File: src/rtl/tx_frame_scheduler.sv
// Two-requester round-robin frame scheduler feeding a byte-paced encoder.
// Parses the PHR length, paces bytes at BYTE_PERIOD and spaces frames by IFS_CYCLES.
module tx_frame_scheduler #(
    parameter int BYTE_PERIOD = 8,
    parameter int IFS_CYCLES  = 96
) (
    input  logic       clk,
    input  logic       reset_n,
    input  logic [7:0] req0_data,
    input  logic       req0_valid,
    output logic       req0_ready,
    input  logic [7:0] req1_data,
    input  logic       req1_valid,
    output logic       req1_ready,
    output logic [7:0] phr_psdu_out,
    output logic       phr_psdu_out_valid,
    output logic [1:0] grant,
    output logic       busy,
    output logic       frame_done
);

    localparam int PW = (BYTE_PERIOD > 1) ? $clog2(BYTE_PERIOD) : 1;
    localparam int GW = (IFS_CYCLES > 0) ? $clog2(IFS_CYCLES + 1) : 1;
    localparam logic [PW-1:0] PACE_ONE  = (BYTE_PERIOD > 1) ? PW'(1) : '0;
    localparam logic [PW-1:0] PACE_LAST = PW'(BYTE_PERIOD - 1);
    localparam logic [GW-1:0] GAP_LAST  = GW'(IFS_CYCLES);

    typedef enum logic [1:0] {
        IDLE = 2'd0,
        SEND = 2'd1,
        GAP  = 2'd2
    } state_t;

    state_t        state;
    state_t        next_state;
    logic          last_served;
    logic [PW-1:0] pace_cnt;
    logic [6:0]    remaining;
    logic          phr_pending;
    logic [GW-1:0] gap_cnt;

    logic          sel_valid;
    logic [7:0]    sel_data;
    logic          xfer;
    logic          last_byte;
    logic          gap_done;
    logic          req_any;
    logic [1:0]    arb_grant;

    // last_served == 1 means requester 1 went last, so requester 0 wins a tie.
    always_comb begin
        sel_valid = (grant[0] & req0_valid) | (grant[1] & req1_valid);
        sel_data  = grant[1] ? req1_data : req0_data;
        req_any   = req0_valid | req1_valid;
        if (req0_valid && req1_valid) begin
            arb_grant = last_served ? 2'b01 : 2'b10;
        end else if (req0_valid) begin
            arb_grant = 2'b01;
        end else if (req1_valid) begin
            arb_grant = 2'b10;
        end else begin
            arb_grant = 2'b00;
        end
    end

    assign xfer      = (state == SEND) && (pace_cnt == '0) && sel_valid;
    assign last_byte = phr_pending ? (sel_data[6:0] == 7'd0) : (remaining == 7'd1);
    assign gap_done  = (gap_cnt == GAP_LAST);

    always_ff @(posedge clk or negedge reset_n) begin
        if (!reset_n) begin
            state <= IDLE;
        end else begin
            state <= next_state;
        end
    end

    always_comb begin
        next_state = state;
        case (state)
            IDLE:    if (req_any) next_state = SEND;
            SEND:    if (xfer && last_byte) next_state = GAP;
            GAP:     if (gap_done) next_state = IDLE;
            default: next_state = IDLE;
        endcase
    end

    always_comb begin
        req0_ready = (state == SEND) && grant[0] && (pace_cnt == '0);
        req1_ready = (state == SEND) && grant[1] && (pace_cnt == '0);
        busy       = (state != IDLE);
    end

    // The GAP count starts on the strobe cycle of the last byte, so busy covers it plus IFS_CYCLES.
    always_ff @(posedge clk or negedge reset_n) begin
        if (!reset_n) begin
            grant              <= '0;
            last_served        <= 1'b1;
            pace_cnt           <= '0;
            remaining          <= '0;
            phr_pending        <= 1'b0;
            gap_cnt            <= '0;
            phr_psdu_out       <= '0;
            phr_psdu_out_valid <= 1'b0;
            frame_done         <= 1'b0;
        end else begin
            phr_psdu_out_valid <= xfer;
            frame_done         <= xfer && last_byte;
            if (xfer) begin
                phr_psdu_out <= sel_data;
            end
            case (state)
                IDLE: begin
                    if (req_any) begin
                        grant       <= arb_grant;
                        pace_cnt    <= '0;
                        phr_pending <= 1'b1;
                        gap_cnt     <= '0;
                    end
                end
                SEND: begin
                    if (xfer) begin
                        phr_pending <= 1'b0;
                        remaining   <= phr_pending ? sel_data[6:0] : remaining - 7'd1;
                        if (last_byte) begin
                            grant       <= '0;
                            last_served <= grant[1];
                            pace_cnt    <= '0;
                            gap_cnt     <= '0;
                        end else begin
                            pace_cnt <= PACE_ONE;
                        end
                    end else if (pace_cnt != '0) begin
                        pace_cnt <= (pace_cnt == PACE_LAST) ? '0 : pace_cnt + PW'(1);
                    end
                end
                GAP: begin
                    if (!gap_done) begin
                        gap_cnt <= gap_cnt + GW'(1);
                    end
                end
                default: begin
                end
            endcase
        end
    end

endmodule

File: config.mk
export PLATFORM = sky130hd
export DESIGN_NAME = tx_frame_scheduler
export DESIGN_NICKNAME = d
export VERILOG_FILES = /design/src/rtl/tx_frame_scheduler.sv
export SDC_FILE = /design/constraint.sdc
export NUM_CORES = 1
export LEC_CHECK = 0
export ABC_AREA = 1
export CAP_MARGIN = 30
export CORE_MARGIN = 2
export CORE_UTILIZATION = 50
export DETAILED_ROUTE_END_ITERATION = 7
export PLACE_DENSITY = 0.78
export SLEW_MARGIN = 20
export SYNTH_ARGS = -nofsm -noshare
export SYNTH_HDL_FRONTEND = slang
export SYNTH_SLANG_ARGS = --single-unit
File: constraint.sdc
create_clock -name clk -period 1.8 [get_ports clk]
set_input_delay 0.27 -clock clk [delete_from_list [all_inputs] [get_ports clk]]
set_output_delay 0.27 -clock clk [all_outputs]
set_load 0.01 [all_outputs]
* Word level (Yosys, flattened, before mapping)
Index checks and enable logic that the tools add are counted. W data, S select, Z words.
Operators by class: bitwise operators 4, $add $sub $neg 3, reductions and logical operators 22, equality and inequality tests 12, muxes and demuxes 29
Operator list (number):
- $mux W7 | 5
- $pmux W7 S3 | 1
- $mux W2 | 10
- $mux W3 | 4
- $reduce_and A3 Y1 | 4
- $ne A2 B2 Y1 const B | 5
- $logic_and A1 B1 Y1 | 8
- $mux W8 | 1
- $add A7 B1 Y7 const B | 1
- $eq A7 B1 Y1 const B | 1
- $eq A7 B7 Y1 const B | 1
- $logic_not A7 Y1 | 1
- $sub A7 B1 Y7 const B | 1
- $pmux W2 S3 | 1
- $pmux W3 S2 | 1
- $reduce_bool A3 Y1 | 2
- $reduce_and A5 Y1 | 1
- $mux W1 | 4
- $pmux W2 S2 | 1
- $reduce_and A4 Y1 | 1
- $reduce_bool A2 Y1 | 2
- $add A3 B1 Y3 const B | 1
- $eq A3 B3 Y1 const B | 1
- $logic_not A3 Y1 | 1
- 9 further kinds | 11
Word-level totals: input port bits 20, logic and storage cells 80, register bits 33, output and inout port bits 15

* Depth between registers and ports, before layout
depth in word-level cells 6, mapped depth 13, depth with buffers taken out 11

* Worst setup path before layout
OpenSTA, ideal clock, no wires.
path kind register -> register, start reg grant[1], end reg gap_cnt[0], cell stages (with the launch flop) 13, clock period less this slack 1.467 ns, arrival 1.346 ns, setup slack 0.333 ns, setup time 0.121 ns, required time 1.679 ns, buffers on the path 2, cell sequence dfrtp_1 > buf_6 > inv_6 > buf_12 > nand2_4 > nand2_2 > nand2_1 > nor2_2 > nand2_2 > nand3_2 > nand4_4 > nand2_1 > nand2_1
On the way: word-level cells in the longest chain between the ends 5, elaborated cells between the ends (all ways) 9, classes of those cells eq/ne (2); mux (2); bitwise (2); reduce/logical (3)
Ends and longest elaborated chain:
- from (decl) | line 17 | output logic [1:0] grant,
- from (signal assigned) | line 115 | grant <= arb_grant;
- $mux W8 or $and A1 B1 Y1 (tied branches) | line 53, 52
- $logic_not A7 Y1 or $or A1 B1 Y1 (tied branches) | line 67, 52
- $mux W1 or $logic_and A1 B1 Y1 (tied branches) | line 67, 66
- $ne A2 B2 Y1 (no line)
- $reduce_and A5 Y1 (no line) *
- to (signal assigned) | line 139 | gap_cnt <= gap_cnt + GW'(1);
- to (decl) | line 40 | logic [GW-1:0] gap_cnt;
Mark *: on every way between the ends. The rest lies on a longest branch, timed or not. A chain may end at the register's enable or synchronous reset.

* Worst setup path after layout
start reg grant[1], end out grant[1]
No word-level cell between the ends.

==> impl_metrics.json <==
{
  "run_status": "finished clean",
  "finalWeightedCongestion": 0.836,
  "unrepaired_setup_endpoints_after_global_routing": "no",
  "final_ant_viol_nets": 0,
  "port_buffers": 34,
  "setup-tns-final_ns": 0,
  "clock_tree.buffer_depth": 2,
  "flow.area_growth_from_synthesis_pct": 24.5,
  "grt_util_met1_pct": 30.3,
  "grt_pass1_wl_mm": 7.22,
  "die_height_um": 67.4,
  "grt_use_total_pct": 21.1,
  "synth-edff-count": 0,
  "post_layout_nonfiller_instances": 351,
  "max_cap_viols": 0,
  "number_of_register_bits_inferred_by_synthesis": 33,
  "vdd_drop_max_mv": 0.490,
  "cellLeakagePower_nw": 1.25,
  "yosys.area.top_type_share_pct": 39.9,
  "total_switching_power_mw": 0.279,
  "total_vias_in_the_final_route": 1769,
  "design.die.area_mm2": 0.00454,
  "syn_nets": 284,
  "tritoncts.num_buffers": 5,
  "synth_top_cell_by_area": "dfrtp_1",
  "initial_core_util_pct": 51.0,
  "most_used_standard_cell_by_instance_count_after_synthesis": "nand2_1",
  "rrSetupSlack_ns": 0.18,
  "asyncSetResetFlopFracSynth_pct": 100,
  "ys_warn_count": 0,
  "drt-vias-per-instance": 5.04,
  "grt_start_max_net_pins": 34,
  "max_slew_margin_vs_limit_pct": 72.5,
  "path_clk_slew_ns": 0.06,
  "dp_cells": 343,
  "startpoint_types": "flip-flop",
  "place.detailed.hpwl_mm": 3.24,
  "cts.htree.levels": 2,
  "maximum_fanout_along_the_worst_path": 6,
  "detailedRoute.firstIterationViolations": 114,
  "hold_slack_ns": 0.399,
  "drcViolationCount": 0,
  "die_w_um": 67.4,
  "clk-insertion-delay-late_ns": 0.27,
  "cts_sinks": 33,
  "antennaDiodeCount": 0,
  "sequential_element_share_of_the_synthesized_area_pct": 41.2,
  "busiest_layer": "met2",
  "detail_route.wl_per_cell_um": 12.0,
  "number_of_global_route_vias_before_repair": 1643,
  "synth_cell_type_count": 35,
  "worst_tran_pin_value_ns": 0.413,
  "p_seq_share_pct": 55.3,
  "max_clock_freq_mhz": 588,
  "power_density_mw_per_mm2": 537,
  "post_synth_most_frequent_cells": "57 x nand2_1, 37 x inv_1, 32 x dfrtp_1, 23 x nor2_1, 19 x o21ai_0",
  "ys_dominant_reg_cell": "dfrtp_1",
  "num-nets-final": 327,
  "grt.overflow.total": 0,
  "timing.critical_path.to_type": "primary output",
  "power_switching_share_pct": 20.8,
  "clock_power_share_pct": 38.2,
  "netlist_instances": 257,
  "final_min_period_over_clock_period_pct": 94.5,
  "synthTopCellsByArea": "dfrtp_1 40%, nand2_1 11%, inv_1 6.9%, o21ai_0 4.7%, ha_1 4.4%",
  "timing.hold.worst.class": "in -> async",
  "skew_ns": 0.00560,
  "power_report.internal_total_mw": 1.06,
  "cts_root_buffer_type": "clkbuf_8",
  "synthesis.area_mm2": 0.00201,
  "comb_power_share_pct": 6.5,
  "global_route.usage.met3_pct": 5.00,
  "timing.setup.critical_path_class": "reg -> out",
  "post-route-cell-area_mm2": 0.00250,
  "rows": 23,
  "hold_violation_count_in_the_final_report": 0,
  "avgSynthCellArea_um2": 7.82,
  "clock_tree_from_tritoncts": "built",
  "dpl_cell_area_mm2": 0.00242,
  "boundaryPins": 35,
  "firstDrtPassIters": 4,
  "worst-endpoint-arrival_ns": 1.43,
  "setup_viol": 0,
  "routed_wirelength_mm": 4.22,
  "share_of_layout_cells_above_drive_strength_1_pct": 15.3,
  "core_area_mm2": 0.00394,
  "grt_antenna_before_repair": 0,
  "final.min_clock_period_ns": 1.70,
  "critPathRequiredTime_ns": 1.53,
  "met2_usage_pct": 31.4,
  "final-max-slew-violation-count": 0
}
[timing repair]
item / CTS / global route
hold buffers: 0 / 0
setup endpoints to repair: 3 / 1
gates cloned: 0 / 0
resized for setup: 3 / 1
setup buffers: 0 / 0
[layout make-up]
type,instances,area (um^2)
Timing Repair Buffer,42,399
Inverter,42,165
Tap cell,50,62.6
Multi-Input combinational cell,176,966
Fill cell,332,1440
Sequential cell,33,828
Clock buffer,8,80.1
[critical path, stage by stage (launching register included)]
cell and delay, ns:
dfrtp_2 0.47, buf_4 0.17, clkdlybuf4s50_1 0.53
[sequential cells by signal, summed over array words and instances (netlist names)]
register            count
grant                   2
state                   2
frame_done              1
remaining               7
gap_cnt                 7
phr_pending             1
phr_psdu_out_valid      1
pace_cnt                3
last_served             1
phr_psdu_out            8
[cells by family (layout without fill, tap and decap cells)]
| group | after synthesis | in the layout | share of synthesized area [%] |
|---|---|---|---|
| AO/OA/AOI/OAI | 42 | 42 | 12.1 |
| XOR/XNOR | 2 | 2 | 0.872 |
| adder cells (fa/ha/maj) | 7 | 7 | 4.36 |
| buffers and inverters | 48 | 92 | 10.8 |
| flip-flops | 33 | 33 | 41.2 |
| AND/OR/NAND/NOR | 125 | 125 | 30.7 |
[metal layers]
metal  vias to the layer above  part of all wire [%]
li1                        911                     -
met1                       805                    50
met2                        49                    45
met3                         4                   4.3
met4                         0                   1.1
met5                         -                     0
[stage by stage]
| stage | power [mW] | setup WS, ns | utilization, % |
|---|---|---|---|
| floorplan | 0.780 | 0.333 | - |
| global placement | 0.842 | 0.0729 | 61.4 |
| detailed placement | 0.844 | 0.00496 | 61.4 |
| CTS | 1.36 | 0.0731 | 63.4 |
| global route | 1.40 | 0.0146 | 63.4 |
| finish | 1.34 | 0.0985 | 63.4 |
[final timing paths]
check                           startpoint            to  depth (start not counted)
min in group clk                gap_cnt[4]    gap_cnt[4]                          2
worst min-delay path               reset_n  remaining[5]                          2
worst max-delay path              grant[1]      grant[1]                          2
max in group asynchronous          reset_n   last_served                          2
worst min register to register  gap_cnt[4]    gap_cnt[4]                          2
worst max register to register  gap_cnt[0]    gap_cnt[2]                         10
[power groups by stage]
stage               clock, mW  sequential [mW]  combinational [mW]
floorplan                   0            0.756              0.0248
global placement            0            0.755              0.0871
detailed placement          0            0.755              0.0889
CTS                     0.532            0.742              0.0893
global route            0.565            0.741              0.0976
finish                  0.513            0.742              0.0871
[placed cells by master (no fill, tap or decap), types with 2 or more instances in the layout]
cell type,instances
clkbuf_8,5
clkdlybuf4s50_1,32
nand3_1,8
a21oi_2,2
nand4_1,9
clkbuf_1,3
a211oi_1,2
dfrtp_1,31
inv_2,3
o21ai_0,19
nor2_2,2
nand2_4,5
nand3_2,3
nor2_1,23
ha_1,7
nand2_1,57
nor3_1,5
o22ai_1,5
nand2_2,11
a21oi_1,9
inv_1,37
buf_4,8
(Power assumes the default switching activity.)
